<file path="config.mk">
export PLATFORM = sky130hd
export DESIGN_NAME = dec_share_sched
export DESIGN_NICKNAME = d
export VERILOG_FILES = /design/src/rtl/dec_share_sched_pkg.sv /design/src/rtl/dec_share_sched_dec_unit.sv /design/src/rtl/dec_share_sched.sv
export SDC_FILE = /design/constraint.sdc
export NUM_CORES = 1
export LEC_CHECK = 0
export ABC_AREA = 1
export CAP_MARGIN = 10
export CORE_MARGIN = 2
export CORE_UTILIZATION = 40
export DETAILED_ROUTE_END_ITERATION = 16
export DONT_BUFFER_PORTS = 1
export SLEW_MARGIN = 20
export SYNTH_ARGS = -nofsm -noshare
export SYNTH_HDL_FRONTEND = slang
export SYNTH_HIERARCHICAL = 1
export SYNTH_SLANG_ARGS = --single-unit
</file>
<file path="constraint.sdc">
create_clock -name clk -period 7.6 [get_ports clk]
set_input_delay 1.52 -clock clk [delete_from_list [all_inputs] [get_ports clk]]
set_output_delay 1.52 -clock clk [all_outputs]
set_load 0.02 [all_outputs]
</file>
<file path="src/rtl/dec_share_sched_pkg.sv">
// -----------------------------------------------------------------------------
// dec_sched_pkg
// Shared definitions for the round-robin countdown scheduler.
//   DEF_NUM_CH : default number of countdown channels
//   DEF_WIDTH  : default count width in bits
//   PTR_W      : width of a channel index / round-robin pointer at the defaults
//   count_t    : count value type at the default width
//   ch_state_t : per-channel state (IDLE = count zero, ACTIVE = counting)
// -----------------------------------------------------------------------------
package dec_sched_pkg;

    localparam int DEF_NUM_CH = 4;
    localparam int DEF_WIDTH  = 4;
    localparam int PTR_W      = $clog2(DEF_NUM_CH);

    typedef logic [DEF_WIDTH-1:0] count_t;

    typedef enum logic {
        CH_IDLE   = 1'b0,
        CH_ACTIVE = 1'b1
    } ch_state_t;

endpackage

</file>
<file path="src/rtl/dec_share_sched_dec_unit.sv">
// -----------------------------------------------------------------------------
// dec_unit
// Shared WIDTH-bit ripple decrementer: o_result = i_operand - 1.
//   i_operand : value to decrement
//   o_result  : i_operand - 1 (wraps to all ones on zero)
//   o_borrow  : set when i_operand is zero (underflow)
// -----------------------------------------------------------------------------
module dec_unit
    import dec_sched_pkg::*;
#(
    parameter int WIDTH = DEF_WIDTH
) (
    input  logic [WIDTH-1:0] i_operand,
    output logic [WIDTH-1:0] o_result,
    output logic             o_borrow
);

    logic w_borrow;

    // Subtracting one is a borrow rippling up from bit 0: each bit flips
    // while the borrow is live, and the borrow survives only through zeros.
    always_comb begin
        w_borrow = 1'b1;
        o_result = '0;
        for (int i = 0; i < WIDTH; i++) begin
            o_result[i] = i_operand[i] ^ w_borrow;
            w_borrow    = ~i_operand[i] & w_borrow;
        end
        o_borrow = w_borrow;
    end

endmodule

</file>
<file path="src/rtl/dec_share_sched.sv">
// -----------------------------------------------------------------------------
// dec_share_sched
// Round-robin scheduler that shares one decrement unit among NUM_CH countdown
// channels. Loads have priority over decrements, and at most one count
// register is written per cycle.
//   clk      : rising-edge clock
//   rst_n    : synchronous active-low reset
//   en       : global decrement enable (loads are accepted regardless)
//   req      : per-channel load request, level, held until ack
//   ld_data  : load values, channel i at [i*WIDTH +: WIDTH]
//   ack      : load accepted this cycle (combinational, one-hot or zero)
//   busy     : channel holds a nonzero count
//   done     : registered one-cycle pulse when a channel reaches zero
//   rd_sel   : readback channel select
//   rd_count : count of channel rd_sel (combinational)
// -----------------------------------------------------------------------------
module dec_share_sched
    import dec_sched_pkg::*;
#(
    parameter int NUM_CH = DEF_NUM_CH,
    parameter int WIDTH  = DEF_WIDTH
) (
    input  logic                       clk,
    input  logic                       rst_n,
    input  logic                       en,
    input  logic [NUM_CH-1:0]          req,
    input  logic [NUM_CH*WIDTH-1:0]    ld_data,
    output logic [NUM_CH-1:0]          ack,
    output logic [NUM_CH-1:0]          busy,
    output logic [NUM_CH-1:0]          done,
    input  logic [$clog2(NUM_CH)-1:0]  rd_sel,
    output logic [WIDTH-1:0]           rd_count
);

    localparam int SEL_W = $clog2(NUM_CH);

    logic [WIDTH-1:0] r_count [NUM_CH];
    ch_state_t        r_state [NUM_CH];
    logic [SEL_W-1:0] r_rr_ptr;
    logic [NUM_CH-1:0] r_done;

    logic             w_ld_valid;
    logic [SEL_W-1:0] w_ld_idx;
    logic [WIDTH-1:0] w_ld_value;
    logic             w_gnt_valid;
    logic [SEL_W-1:0] w_gnt_idx;
    logic [SEL_W-1:0] w_ptr_next;
    logic             w_do_dec;
    logic [WIDTH-1:0] w_dec_operand;
    logic [WIDTH-1:0] w_dec_result;
    logic             w_dec_borrow;
    int               w_scan_idx;

    // A channel is busy exactly while its state is ACTIVE (nonzero count).
    always_comb begin
        busy = '0;
        for (int i = 0; i < NUM_CH; i++) begin
            busy[i] = (r_state[i] == CH_ACTIVE);
        end
    end

    // Fixed-priority load arbiter: scanning downwards leaves the lowest
    // requesting index as the winner.
    always_comb begin
        w_ld_valid = 1'b0;
        w_ld_idx   = '0;
        for (int i = NUM_CH - 1; i >= 0; i--) begin
            if (req[i]) begin
                w_ld_valid = 1'b1;
                w_ld_idx   = SEL_W'(i);
            end
        end
    end

    assign w_ld_value = ld_data[w_ld_idx*WIDTH +: WIDTH];

    // Ack is suppressed during reset so requesters never see a load accepted
    // that the registers will not take.
    always_comb begin
        ack = '0;
        if (rst_n && w_ld_valid) begin
            ack[w_ld_idx] = 1'b1;
        end
    end

    // Round-robin grant: first busy channel at or after the pointer, wrapping.
    // Scanning from the far end down means the closest match is written last.
    always_comb begin
        w_gnt_valid = 1'b0;
        w_gnt_idx   = '0;
        w_scan_idx  = 0;
        for (int k = NUM_CH - 1; k >= 0; k--) begin
            w_scan_idx = int'(r_rr_ptr) + k;
            if (w_scan_idx >= NUM_CH) begin
                w_scan_idx = w_scan_idx - NUM_CH;
            end
            if (busy[SEL_W'(w_scan_idx)]) begin
                w_gnt_valid = 1'b1;
                w_gnt_idx   = SEL_W'(w_scan_idx);
            end
        end
    end

    assign w_do_dec      = en && !w_ld_valid && w_gnt_valid;
    assign w_dec_operand = r_count[w_gnt_idx];
    assign w_ptr_next    = (w_gnt_idx == SEL_W'(NUM_CH - 1)) ? '0 : w_gnt_idx + 1'b1;

    dec_unit #(
        .WIDTH (WIDTH)
    ) u_dec_unit (
        .i_operand (w_dec_operand),
        .o_result  (w_dec_result),
        .o_borrow  (w_dec_borrow)
    );

    // Single write port into the count array: a load wins, otherwise the
    // granted channel takes the decremented value. Reaching zero either way
    // returns the channel to IDLE and raises its done pulse for one cycle.
    always_ff @(posedge clk) begin
        if (!rst_n) begin
            for (int i = 0; i < NUM_CH; i++) begin
                r_count[i] <= '0;
                r_state[i] <= CH_IDLE;
            end
            r_rr_ptr <= '0;
            r_done   <= '0;
        end else begin
            r_done <= '0;
            if (w_ld_valid) begin
                r_count[w_ld_idx] <= w_ld_value;
                if (w_ld_value == '0) begin
                    r_state[w_ld_idx] <= CH_IDLE;
                    r_done[w_ld_idx]  <= 1'b1;
                end else begin
                    r_state[w_ld_idx] <= CH_ACTIVE;
                end
            end else if (w_do_dec) begin
                r_count[w_gnt_idx] <= w_dec_result;
                r_rr_ptr           <= w_ptr_next;
                if (w_dec_result == '0) begin
                    r_state[w_gnt_idx] <= CH_IDLE;
                    r_done[w_gnt_idx]  <= 1'b1;
                end
            end
        end
    end

    // Only busy (nonzero) channels are granted, so the shared unit must
    // never underflow.
    always_ff @(posedge clk) begin
        if (rst_n && w_do_dec) begin
            assert (!w_dec_borrow)
                else $error("dec_share_sched: decrement unit underflow on channel %0d", w_gnt_idx);
        end
    end

    assign done = r_done;

    // Out-of-range selects (possible when NUM_CH is not a power of two) read 0.
    always_comb begin
        rd_count = '0;
        if (int'(rd_sel) < NUM_CH) begin
            rd_count = r_count[rd_sel];
        end
    end

endmodule

</file>
# ---- Word-level counts from Yosys, hierarchy flattened
# Memory sizes are Yosys's and may differ from the RTL's.
# Cells that the tools add are included.
dict set report op_classes {
  addsub 8
  magnitude_cmp 12
  n_eq_ne 1
  n_shift 1
  muxes 76
  bitwise 10
  reduce_logical 13
}
# cell count
set ops {}
lappend ops {{1-bit 2-to-1 mux} 46}
lappend ops {{2-bit 2-to-1 mux} 17}
lappend ops {{4-bit 2-to-1 mux} 7}
lappend ops {{2-bit by 4-bit less-than comparator with 1-bit output (second input constant)} 4}
lappend ops {{16-bit by 5-bit indexed part select with 4-bit output} 1}
lappend ops {{3-bit greater-or-equal comparator (second input constant)} 3}
lappend ops {{1-bit binary-select mux with 2-bit select} 4}
lappend ops {{4-bit zero test} 2}
lappend ops {{4-bit OR reduction} 2}
lappend ops {{2-bit by 1-bit subtractor with 2-bit output (second input constant)} 4}
lappend ops {{2-bit by 2-bit adder with 3-bit output (second input constant)} 2}
lappend ops {{2-bit by 3-bit less-than comparator with 1-bit output (second input constant)} 2}
lappend ops {{1-bit logical AND} 5}
lappend ops {{1-bit demux with 2-bit select} 2}
lappend ops {{2-bit by 1-bit greater-or-equal comparator with 1-bit output (second input constant)} 2}
lappend ops {{1-bit inverter} 4}
lappend ops {{2-bit by 1-bit adder with 3-bit output (second input constant)} 1}
lappend ops {{2-bit by 3-bit greater-or-equal comparator with 1-bit output (second input constant)} 1}
lappend ops {{1-bit XOR} 3}
lappend ops {{2-bit by 1-bit adder with 2-bit output (second input constant)} 1}
lappend ops {{1-bit bitwise AND} 2}
lappend ops {{2-bit == test (second input constant)} 1}
lappend ops {{2-bit AND reduction} 1}
lappend ops {{1-bit OR reduction} 2}
lappend ops {{other kinds (2)} 2}
dict set report totals {
  regBits 6
  ram_bits 20
  elab_cells 125
  mem_count 2
}
# memory depth word_bits read_ports rd_clocked_by_memory_dff write_ports line
set memory_table {}
lappend memory_table {r_count 4 4 2 0 4 dec_share_sched.sv:37} ;# logic [WIDTH-1:0] r_count [NUM_CH];
lappend memory_table {r_state 4 1 4 0 4 dec_share_sched.sv:38} ;# ch_state_t r_state [NUM_CH];

# ---- Logic depth before layout (Yosys ltp)
# Gate-level depths: netlist of the first run.
# An unclocked memory read counts as a cell.
dict set report logic_depth {
  word_depth 23
  ltp_mapped 27
  depth_no_buf 26
}

# ---- Modules after synthesis
# The synthesis of the first run kept the hierarchy.
# mod instances cells_each area_per_inst_um2 seq_area_each_um2
set by_module_without_submodules {}
lappend by_module_without_submodules {dec_share_sched 1 285 1919.3 690.7}
lappend by_module_without_submodules {dec_unit 1 10 63.8 0.0}

# ---- Worst setup path before layout of the first run
# Ideal clock, no wire load.
dict set report synth_timing {
  path_kind {input-to-output}
  start {input port req[1]}
  end {output port ack[3]}
  arrival_time_ns 2.294
  t_required_ns 6.080
  slack_ns 3.786
  path_stages 3
  path_buffers 0
  cell_sequence {nor2_1 -> inv_1 -> nor3_1}
}
dict set report synth_via {
  elab_chain_len 7
  elab_cells_between_ends 11
  cone_classes {order compare: 2; mux: 7; reduce/logical: 2}
}
# item line
set synth_lines {}
lappend synth_lines {{start: declaration} dec_share_sched.sv:26} ;# input logic [NUM_CH-1:0] req,
lappend synth_lines {{2-bit 2-to-1 mux (2 in a row)} dec_share_sched.sv:68} ;# if (req[i]) begin
lappend synth_lines {{2-bit by 3-bit less-than comparator with 1-bit output (implied by the code) or 2-bit by 1-bit greater-or-equal comparator with 1-bit output (tied branches)} dec_share_sched.sv:82} ;# ack[w_ld_idx] = 1'b1;
lappend synth_lines {{1-bit logical AND (implied by the code)} dec_share_sched.sv:82}
lappend synth_lines {{1-bit 2-to-1 mux (implied by the code)} dec_share_sched.sv:82}
lappend synth_lines {{1-bit demux with 2-bit select} dec_share_sched.sv:82}
lappend synth_lines {{4-bit 2-to-1 mux *} dec_share_sched.sv:81} ;# if (rst_n && w_ld_valid) begin
lappend synth_lines {{end: declaration} dec_share_sched.sv:28} ;# output logic [NUM_CH-1:0] ack,
# Mark *: on every way between the ends. The rest lies on a longest branch, timed or not.

# ---- Worst setup path in the final report of the first run
# Ends and elaborated chain as after synthesis.

==> key figures, run 1 <==
Status
  • Status: complete, no violations

Clock tree
  • Post-CTS Setup Inserts: 0
  • CTS sink count: 26
  • Post-cts resize count: 0
  • CTS root buf: clkbuf_8
  • Clock slew at reported path FFs: ~0.090 ns
  • CTS Buf Count: 3
  • Number of hold buffers added after cts: 0
  • CTS tree: done
  • Clock latency on the worst-skew pair: ~0.27 ns
  • H-tree lvl count: 1
  • Clock Path Buffers: 2

STA
  • Fin. Hold Viols: 0
  • Unrepaired setup endpoints after global routing: no
  • Max Clk Rate: approximately 0.25 GHz
  • Final Slew Violations: 0
  • Clock Skew: between 0.002 and 0.0025 ns
  • Fin crit period: just under 4 ns
  • Final setup fails: 0
  • Setup TNS: 0 ns
  • Slew @ Worst Pin: 0.759 ns
  • Worst setup margin: between 3 and 4 ns
  • Final Cycle Share: 0.522
  • Headroom to the max-slew limit: 0.490

Setup path
  • Worst setup EP type: primary output
  • CP max stage delay: 0.60 ns
  • Crit-path max FO: 4
  • CP startpoint kind: input port
  • Slowest CP cell: nor3_1
  • CP Cell Sequence: nor2_1, inv_1, nor3_1
  • Worst EP arrival: ~2.5 ns
  • Worst endpoint required time: 6.08 ns
  • Critical path startpoint: req[1]
  • Crit Path Class: in2out
  • Launching point of the worst reg2reg path: r_state[2]

Synthesis
  • FFs w/ async S/R, synth: 0
  • Post-Syn Area: roughly 2000 µm²
  • Syn nets: 327
  • Mean Syn Cell Area: ~6.7 µm²
  • Post-Syn Instances: roughly 300
  • Post-synth EDFFs: 17
  • Synth unique cells: 32
  • Register area share after synthesis: 0.348
  • Warning count from the yosys run: 6
  • Ys flop type: edfxtp_1
  • Post-synthesis register bit count: 26

Final layout
  • Final instance area: 2080 µm²
  • Most frequent cells in the layout: nand2_1, inv_1, nor2_1
  • Commonest non-fill, non-tap cell in the layout: nand2_1
  • # diodes: 0
  • Non-Filler Instances: around 360
  • Nets: 324
  • Layout area overhead: 4.79%
  • Layout cell share with drive strength beyond 1: 0.0790
  • Util after Layout: 0.437

Pwr
  • Pwr Density: between 150 and 200 nW/µm²
  • Internal power: 0.271 mW
  • Gate power share: 0.311
  • Clock power frac: 0.278
  • P_sw: ~0.14 mW
  • Leak: approximately 1.0 nW
  • Register share of total power: 0.411
  • Sw Share: 0.342
  • Maximum VDD drop: slightly below 80 µV

Global route
  • Initial antenna violation count: 0
  • Grt peak-use layer: met2
  • First-pass GRT wire length: about 7400 µm
  • Grt ovf: 0
  • GR Util met2: 0.268
  • Met3 Usage GRT: 0.0257
  • Met1 Resource Use GR: 0.246
  • Largest net degree at the start of global routing: 19
  • GR Util All Layers: 0.173
  • Vias in the first global route: 1613

Placement
  • DP Worst Slack: between 3 and 4 ns
  • Dpl cells: around 350
  • Total placed instance area: 2010 µm²
  • Detailed Place HPWL: about 3500 µm
  • Port bufs: 0
  • Final GP Congestion: roughly 0.8

Drt
  • DRT Pass-1 Iters: 4
  • Initial drt markers: 137
  • Routed via count: ~1700
  • DRC: 0
  • DR WL/cell: between 10 and 15 µm
  • Avg Vias per Cell: between 4 and 5
  • Drt total wl: approximately 4300 µm
  • Detail Route Antenna Nets: 0

Die
  • Core region area: around 4800 µm²
  • Num ports: a little over 40
  • Die footprint: ~5500 µm²
  • Row count: 25
  • Die height: about 74 µm
  • Starting Density: 0.417
  • Die W: 74.4 µm

Flow run
  • Max Cap Violations: 0

Hold path
  • Worst Hold Class: reg2reg
  • Worst hold start: r_rr_ptr[1]
synthesized netlist by cell type (2+ instances only):
library cell	instances	area share
nand2_1	92	0.17
inv_1	48	0.091
nor2_1	42	0.079
o21ai_0	25	0.063
edfxtp_1	17	0.26
dfxtp_1	9	0.091
ha_1	7	0.044
a21oi_1	6	0.015
nand2_2	5	0.016
buf_4	4	0.015
nand3_1	4	0.010
o211ai_1	4	0.015
o22ai_1	4	0.013
nor3_1	3	0.0076
buf_6	2	0.011
clkbuf_1	2	0.0038
inv_2	2	0.0038
nand2_4	2	0.011
nand3_4	2	0.018
nand4_1	2	0.0063
o21ai_1	2	0.0050
kinds of logic (layout without fill, tap and decap cells):
| kind of cell | count (synthesis) | count (layout) | share of synthesized area |
|---|---|---|---|
| compound gates | 45 | 45 | 0.134 |
| simple gates | 159 | 159 | 0.348 |
| flops | 26 | 26 | 0.348 |
| buf+inv | 58 | 54 | 0.125 |
| fa+ha+maj | 7 | 7 | 0.0442 |
per-stage QoR:
stage	total power, mW	hold WS (ns)
5_1_grt	0.446	0.713
6_report	0.412	0.630
4_1_cts	0.416	0.636
3_5_place_dp	0.300	0.622
3_3_place_gp	0.299	0.611
2_1_floorplan	0.283	0.520
power by group through the flow:
stage | sequential, mW | clock (mW) | combinational (mW)
2_1_floorplan | 0.167 | 0 | 0.116
3_3_place_gp | 0.173 | 0 | 0.126
3_5_place_dp | 0.173 | 0 | 0.128
4_1_cts | 0.169 | 0.117 | 0.130
5_1_grt | 0.170 | 0.122 | 0.153
6_report | 0.169 | 0.114 | 0.128
registers in the layout (all words and copies together), names as in the netlist:
name and cells:
r_count 16, done 4, r_state 4, r_rr_ptr 2
layer usage:
metal,wire length [µm],vias to the layer above,share of wire
li1,-,913,-
met1,2080,749,0.49
met2,1890,45,0.44
met3,230,7,0.054
met4,82,0,0.019
met5,0,-,0
layout make-up:
class                           count  area [µm²]
Inverter                           50         188
Tap cell                           67        83.8
Fill cell                         520        2680
Multi-Input combinational cell    211        1040
Sequential cell                    26         691
Clock inverter                      1        30.0
Clock buffer                        3        41.3
critical path, delay by kind of cell:
kind,cells,cell delay [ns]
AND/OR/NAND/NOR,2,0.80
buffers and inverters,1,0.12
worst paths after layout:
path | slack (ns) | to | cells past startpoint
max | 3.63 | ack[3] | 3
min | 0.63 | r_rr_ptr[1] | 2
max reg2reg | 3.93 | r_state[3] | 22
min reg2reg | 0.63 | r_rr_ptr[1] | 2
Note: power is estimated with default switching activity, not from simulation.
==> run 2: changes to the inputs <==
==> constraint.sdc (replaced) <==
create_clock -name clk -period 4 [get_ports clk]
set_input_delay 0.8 -clock clk [delete_from_list [all_inputs] [get_ports clk]]
set_output_delay 0.8 -clock clk [all_outputs]
set_load 0.02 [all_outputs]
==> key figures, run 2 (synthesized netlist as in run 1, its figures left out) <==
Die
  • Row count: 25 (unchanged)
  • Core region area: 4750 µm² (unchanged)
  • Die footprint: 5540 µm² (unchanged)
  • Starting Density: 0.417 (unchanged)
  • Die height: 74.4 µm (unchanged)
  • Die W: 74.4 µm (unchanged)
  • Num ports: 41 (unchanged)

Setup path
  • Crit Path Class: reg2reg
  • Critical path startpoint: r_state[3]
  • Launching point of the worst reg2reg path: r_state[3]
  • Worst EP arrival: 3.81 ns (+1.36 ns)
  • CP startpoint kind: flop
  • Worst reg2reg setup slack: 0.36 ns (-3.57 ns)
  • Worst setup EP type: flop
  • Worst endpoint required time: 4.18 ns (-1.90 ns)
  • Worst reg-to-reg path cell count: 26 (+18%)
  • RR Endpoint: r_state[0]
  • Crit-path max FO: 18 (+14)

STA
  • Slew @ Worst Pin: 0.747 ns (-0.0124 ns)
  • Clock Skew: 0.00602 ns (+0.00371 ns)
  • Final Cycle Share: 0.909
  • Setup TNS: 0 ns (unchanged)
  • Final Slew Violations: 0 (unchanged)
  • Headroom to the max-slew limit: 0.498 (+0.00833)
  • Fin. Hold Viols: 0 (unchanged)
  • Final setup fails: 0 (unchanged)
  • Max Clk Rate: roughly 0.27 GHz
  • Worst setup margin: 0.363 ns (-3.27 ns)
  • Fin crit period: approximately 3.6 ns

Final layout
  • # diodes: 0 (unchanged)
  • Nets: 324 (unchanged)
  • Layout cell share with drive strength beyond 1: 0.0928 (+0.0137)
  • Biggest register: r_count
  • Most frequent cells in the layout: nand2_1, inv_1, nor2_1
  • Commonest non-fill, non-tap cell in the layout: nand2_1
  • Fillcell total: 520 (unchanged)
  • Largest register FFs: 16 (unchanged)
  • Util after Layout: 0.439 (+0.00211)
  • Layout area overhead: 5.30%

Placement
  • DP Worst Slack: 0.342 ns (-3.31 ns)
  • Final GP Congestion: 0.847 (+2.9%)
  • Detailed Place HPWL: 3600 µm (+3.4%)
  • Port bufs: 0 (unchanged)

Pwr
  • Leak: 1.02 nW (+0.17%)
  • Gate power share: 0.321 (+0.010)
  • Clock power frac: 0.276 (-0.002)
  • Sw Share: 0.357 (+0.0147)
  • P_sw: 0.287 mW (+100%)
  • Register share of total power: 0.402 (-0.009)
  • Maximum VDD drop: 158 µV (+100%)
  • Internal power: 0.517 mW (+91%)
  • Pwr Density: 385 nW/µm² (+94%)

Status
  • Status: complete, no violations

Clock tree
  • Post-CTS Setup Inserts: 0 (unchanged)
  • CTS Buf Count: 3 (unchanged)
  • CTS tree: done
  • Clock latency on the worst-skew pair: 0.28 ns (about the same)
  • Number of hold buffers added after cts: 0 (unchanged)
  • Clock slew at reported path FFs: 0.09 ns (about the same)
  • CTS sink count: 26 (unchanged)
  • Post-cts resize count: 0 (unchanged)
  • Clock Path Buffers: 2 (unchanged)
  • H-tree lvl count: 1 (unchanged)
  • CTS root buf: clkbuf_8

Hold path
  • Worst Hold Class: reg2reg
  • Worst hold start: r_state[1]
  • Worst hold path depth: 4 (+2)
  • Hold Path End: r_state[1]

Drt
  • DRC: 0 (unchanged)
  • Top sig layer: met4
  • WL met3: 223 µm (-3.0%)
  • Detail Route Antenna Nets: 0 (unchanged)
  • Initial drt markers: 104 (-24%)
  • Routed via count: 1736 (+1.3%)
  • Met1 wire length: 2240 µm (+7.7%)
  • Drt total wl: 4610 µm (+7.4%)
  • Met2 WL: 2060 µm (+9.0%)
  • DRT Pass-1 Iters: 4 (unchanged)
  • Avg Vias per Cell: 4.85 (+1.3%)
  • DR WL/cell: 12.9 µm (+7.4%)

Global route
  • Grt ovf: 0 (unchanged)
  • First-pass GRT wire length: 7620 µm (+3.1%)
  • Initial antenna violation count: 0 (unchanged)
  • Largest net degree at the start of global routing: 19 (unchanged)
  • GR Util All Layers: 0.181 (+0.00838)
  • Vias in the first global route: 1652 (+2.4%)

Flow run
  • Max Cap Violations: 0 (unchanged)
[run 2: metal layers]
layer,vias to the layer above,track usage
met5,-,0
met3,5,0.0285
li1,918,-
met2,50,0.296
met1,763,0.240
met4,0,0.0734
[run 2: area by class of cell]
| type | count | area [µm²] | share of cell area |
|---|---|---|---|
| Multi-Input combinational cell | 211 | 1050 | 0.503 |
| Tap cell | 67 | 83.8 | 0.0401 |
| Clock buffer | 3 | 41.3 | 0.0198 |
| Sequential cell | 26 | 694 | 0.333 |
| Inverter | 50 | 188 | 0.0899 |
| Clock inverter | 1 | 30.0 | 0.0144 |
[run 2: worst max path at each step]
stage	to	slack (ns)	cells past startpoint
floorplan	r_state[3]	0.81	22
global placement	r_state[2]	0.50	26
detailed placement	r_state[0]	0.34	26
CTS	r_state[0]	0.34	26
global route	r_state[0]	-0.07	25
finish	r_state[0]	0.36	26
[run 2: worst max-delay path: stages, from the launching register on]
cell,delay [ns]
edfxtp_1,0.52
inv_1,0.09
nand2_1,0.05
nand2_1,0.11
nor2_1,0.05
inv_1,0.06
nand2_1,0.07
inv_1,0.05
nand2_1,0.04
nand2_1,0.09
nand2_4,0.14
inv_1,0.18
nor2_1,0.05
o21ai_0,0.15
inv_1,0.11
ha_1,0.21
ha_1,0.18
ha_1,0.26
inv_1,0.07
nor4_2,0.30
inv_1,0.12
nor2_4,0.20
nand2_1,0.08
nand2_1,0.14
nand2_1,0.07
nand2_1,0.06
nand2_1,0.05
[run 2: per-stage QoR]
step / power [mW] / instances / cell area [µm²] / hold WS (ns)
finish: 0.804 / 358 / 2090 / 0.594
global route: 0.854 / 358 / 2090 / 0.655
CTS: 0.792 / 358 / 2080 / 0.657
detailed placement: 0.573 / 354 / 2010 / 0.645
global placement: 0.572 / 354 / 2010 / 0.635
floorplan: 0.538 / 295 / 1980 / 0.520
[run 2: power groups by stage]
| stage | clock network [mW] | registers (mW) | logic, mW |
|---|---|---|---|
| after floorplan | 0 | 0.318 | 0.220 |
| after global placement | 0 | 0.329 | 0.243 |
| after detailed placement | 0 | 0.329 | 0.244 |
| after CTS | 0.222 | 0.323 | 0.247 |
| after global routing | 0.230 | 0.326 | 0.299 |
| final | 0.222 | 0.324 | 0.259 |
==> run 3: changes to the inputs <==
--- a/config.mk
+++ b/config.mk
@@ -8,7 +8,7 @@
 export ABC_AREA = 1
 export CAP_MARGIN = 10
 export CORE_MARGIN = 2
-export CORE_UTILIZATION = 40
+export CORE_UTILIZATION = 32
 export DETAILED_ROUTE_END_ITERATION = 16
 export DONT_BUFFER_PORTS = 1
 export SLEW_MARGIN = 20
==> key figures, run 3 (synthesized netlist as in run 1, its figures left out) <==
Clock tree
  • Clock slew at reported path FFs: 0.09 ns (about the same)
  • CTS Buf Count: 3 (unchanged)
  • Post-cts resize count: 0 (unchanged)
  • CTS tree: done
  • CTS sink count: 26 (unchanged)
  • Clock Path Buffers: 2 (unchanged)
  • H-tree lvl count: 1 (unchanged)
  • Post-CTS Setup Inserts: 0 (unchanged)
  • Number of hold buffers added after cts: 0 (unchanged)
  • CTS root buf: clkbuf_8
  • Clock latency on the worst-skew pair: 0.27 ns (about the same)

STA
  • Final Slew Violations: 0 (unchanged)
  • Headroom to the max-slew limit: 0.460 (-0.0389)
  • Clock Skew: 0.00341 ns (-0.00261 ns)
  • Setup TNS: 0 ns (unchanged)
  • Final setup fails: 0 (unchanged)
  • Final Cycle Share: 0.881 (-0.0286)
  • Fin crit period: 3.52 ns (-0.114 ns)
  • Slew @ Worst Pin: 0.804 ns (+0.0578 ns)
  • Fin. Hold Viols: 0 (unchanged)
  • Max Clk Rate: 0.284 GHz (+3.2%)
  • Unrepaired setup endpoints after global routing: no
  • Worst setup margin: 0.477 ns (+0.114 ns)
  • Hold_ws: 0.602 ns (+0.00752 ns)

Drt
  • Avg Vias per Cell: 4.67 (-3.7%)
  • Drt total wl: 4490 µm (-2.6%)
  • DRT Pass-1 Iters: 4 (unchanged)
  • DR WL/cell: 12.3 µm (-4.8%)
  • Initial drt markers: 121 (+16%)
  • Detail Route Antenna Nets: 0 (unchanged)
  • Routed via count: 1709 (-1.6%)
  • DRC: 0 (unchanged)

Status
  • Status: complete, no violations

Die
  • Die footprint: 6840 µm² (+24%)
  • Num ports: 41 (unchanged)
  • Die W: 82.7 µm (+11%)
  • Core region area: 5960 µm² (+25%)
  • Row count: 28 (+12%)
  • Starting Density: 0.333 (-0.0841)
  • Die height: 82.7 µm (+11%)

Setup path
  • Worst reg2reg setup slack: 0.48 ns (+0.11 ns)
  • Cell mode on critical path: inv_1
  • Worst EP arrival: 3.52 ns (-0.29 ns)
  • CP startpoint kind: flop
  • Worst setup EP type: flop
  • Slowest CP cell: edfxtp_1
  • Crit-path max FO: 18 (unchanged)
  • CP Cell Sequence: inv_1, nand2_1, nand2_1, nor2_1, inv_1, nand2_1, inv_1, nand2_1, nand2_1, nand2_4, inv_2, nor2_1, o21ai_0, inv_1, ha_1, ha_1, ha_1, inv_1, nor4_2, inv_1, nor2_4, o21ai_0, nor2_1
  • CP max stage delay: 0.52 ns (about the same)
  • Worst endpoint required time: 4.00 ns (-0.18 ns)
  • Crit Path Class: reg2reg

Final layout
  • Biggest register: r_count
  • Most frequent cells in the layout: nand2_1, inv_1, nor2_1
  • Layout cell share with drive strength beyond 1: 0.0893 (-0.00344)
  • Nets: 324 (unchanged)
  • Layout area overhead: 5.68%
  • Non-Filler Instances: 366 (+2.2%)
  • Largest register FFs: 16 (unchanged)
  • Commonest non-fill, non-tap cell in the layout: nand2_1
  • # diodes: 0 (unchanged)

Pwr
  • Pwr Density: 380 nW/µm² (-1.5%)
  • Maximum VDD drop: 187 µV (+19%)
  • Total design power: 0.795 mW (-1.1%)
  • Leak: 1.02 nW (-0.20%)

Global route
  • First-pass GRT wire length: 7400 µm (-2.9%)
  • Largest net degree at the start of global routing: 19 (unchanged)
  • GR Util All Layers: 0.142 (-0.0387)
  • Initial antenna violation count: 0 (unchanged)
  • Grt ovf: 0 (unchanged)
  • Vias in the first global route: 1622 (-1.8%)

Placement
  • Dpl cells: 362 (+2.3%)
  • Detailed Place HPWL: 3670 µm (+1.9%)
  • Final GP Congestion: 0.816 (-3.7%)
  • DP Worst Slack: 0.385 ns (+0.0434 ns)
  • Port bufs: 0 (unchanged)

Hold path
  • Worst Hold Class: reg2reg

Flow run
  • Max Cap Violations: 0 (unchanged)
==> run 3: layer usage <==
| layer | GRT usage | vias to the layer above | wire length, µm |
|---|---|---|---|
| li1 | - | 915 | - |
| met1 | 0.193 | 744 | 2130 |
| met2 | 0.231 | 42 | 2090 |
| met3 | 0.0207 | 8 | 186 |
| met4 | 0.0525 | 0 | 78 |
| met5 | 0 | - | 0 |
==> run 3: final cells by class <==
| class | count | area (µm²) |
|---|---|---|
| Tap cell | 75 | 93.8 |
| Clock inverter | 1 | 30.0 |
| Inverter | 50 | 188 |
| Multi-Input combinational cell | 211 | 1050 |
| Sequential cell | 26 | 692 |
| Clock buffer | 3 | 41.3 |
| Fill cell | 643 | 3860 |
==> run 3: per-stage QoR <==
stage / util / area (µm²)
5_1_grt: 0.352 / 2100
3_3_place_gp: 0.339 / 2020
6_report: 0.352 / 2100
3_5_place_dp: 0.339 / 2020
2_1_floorplan: - / 1980
4_1_cts: 0.351 / 2090
==> run 3: worst paths after layout <==
check | cells past startpoint | from | endpoint
max | 23 | r_state[3] | r_state[3]
min | 4 | r_state[2] | r_state[2]
min reg2reg | 4 | r_state[2] | r_state[2]
max reg2reg | 23 | r_state[3] | r_state[3]
==> run 3: worst max-delay path: cells and delay by family, from the launching register on <==
family	cells	cell delay, ns
buffers and inverters	7	0.63
flip-flops	1	0.52
AND/OR/NAND/NOR	11	1.16
AO/OA/AOI/OAI	2	0.26
adder cells (fa/ha/maj)	3	0.68
==> run 3: report_power, final <==
part           internal [mW]  switching [mW]  total [mW]
Sequential             0.305          0.0177       0.323
Combinational         0.0776           0.177       0.255
Clock                  0.134          0.0835       0.217
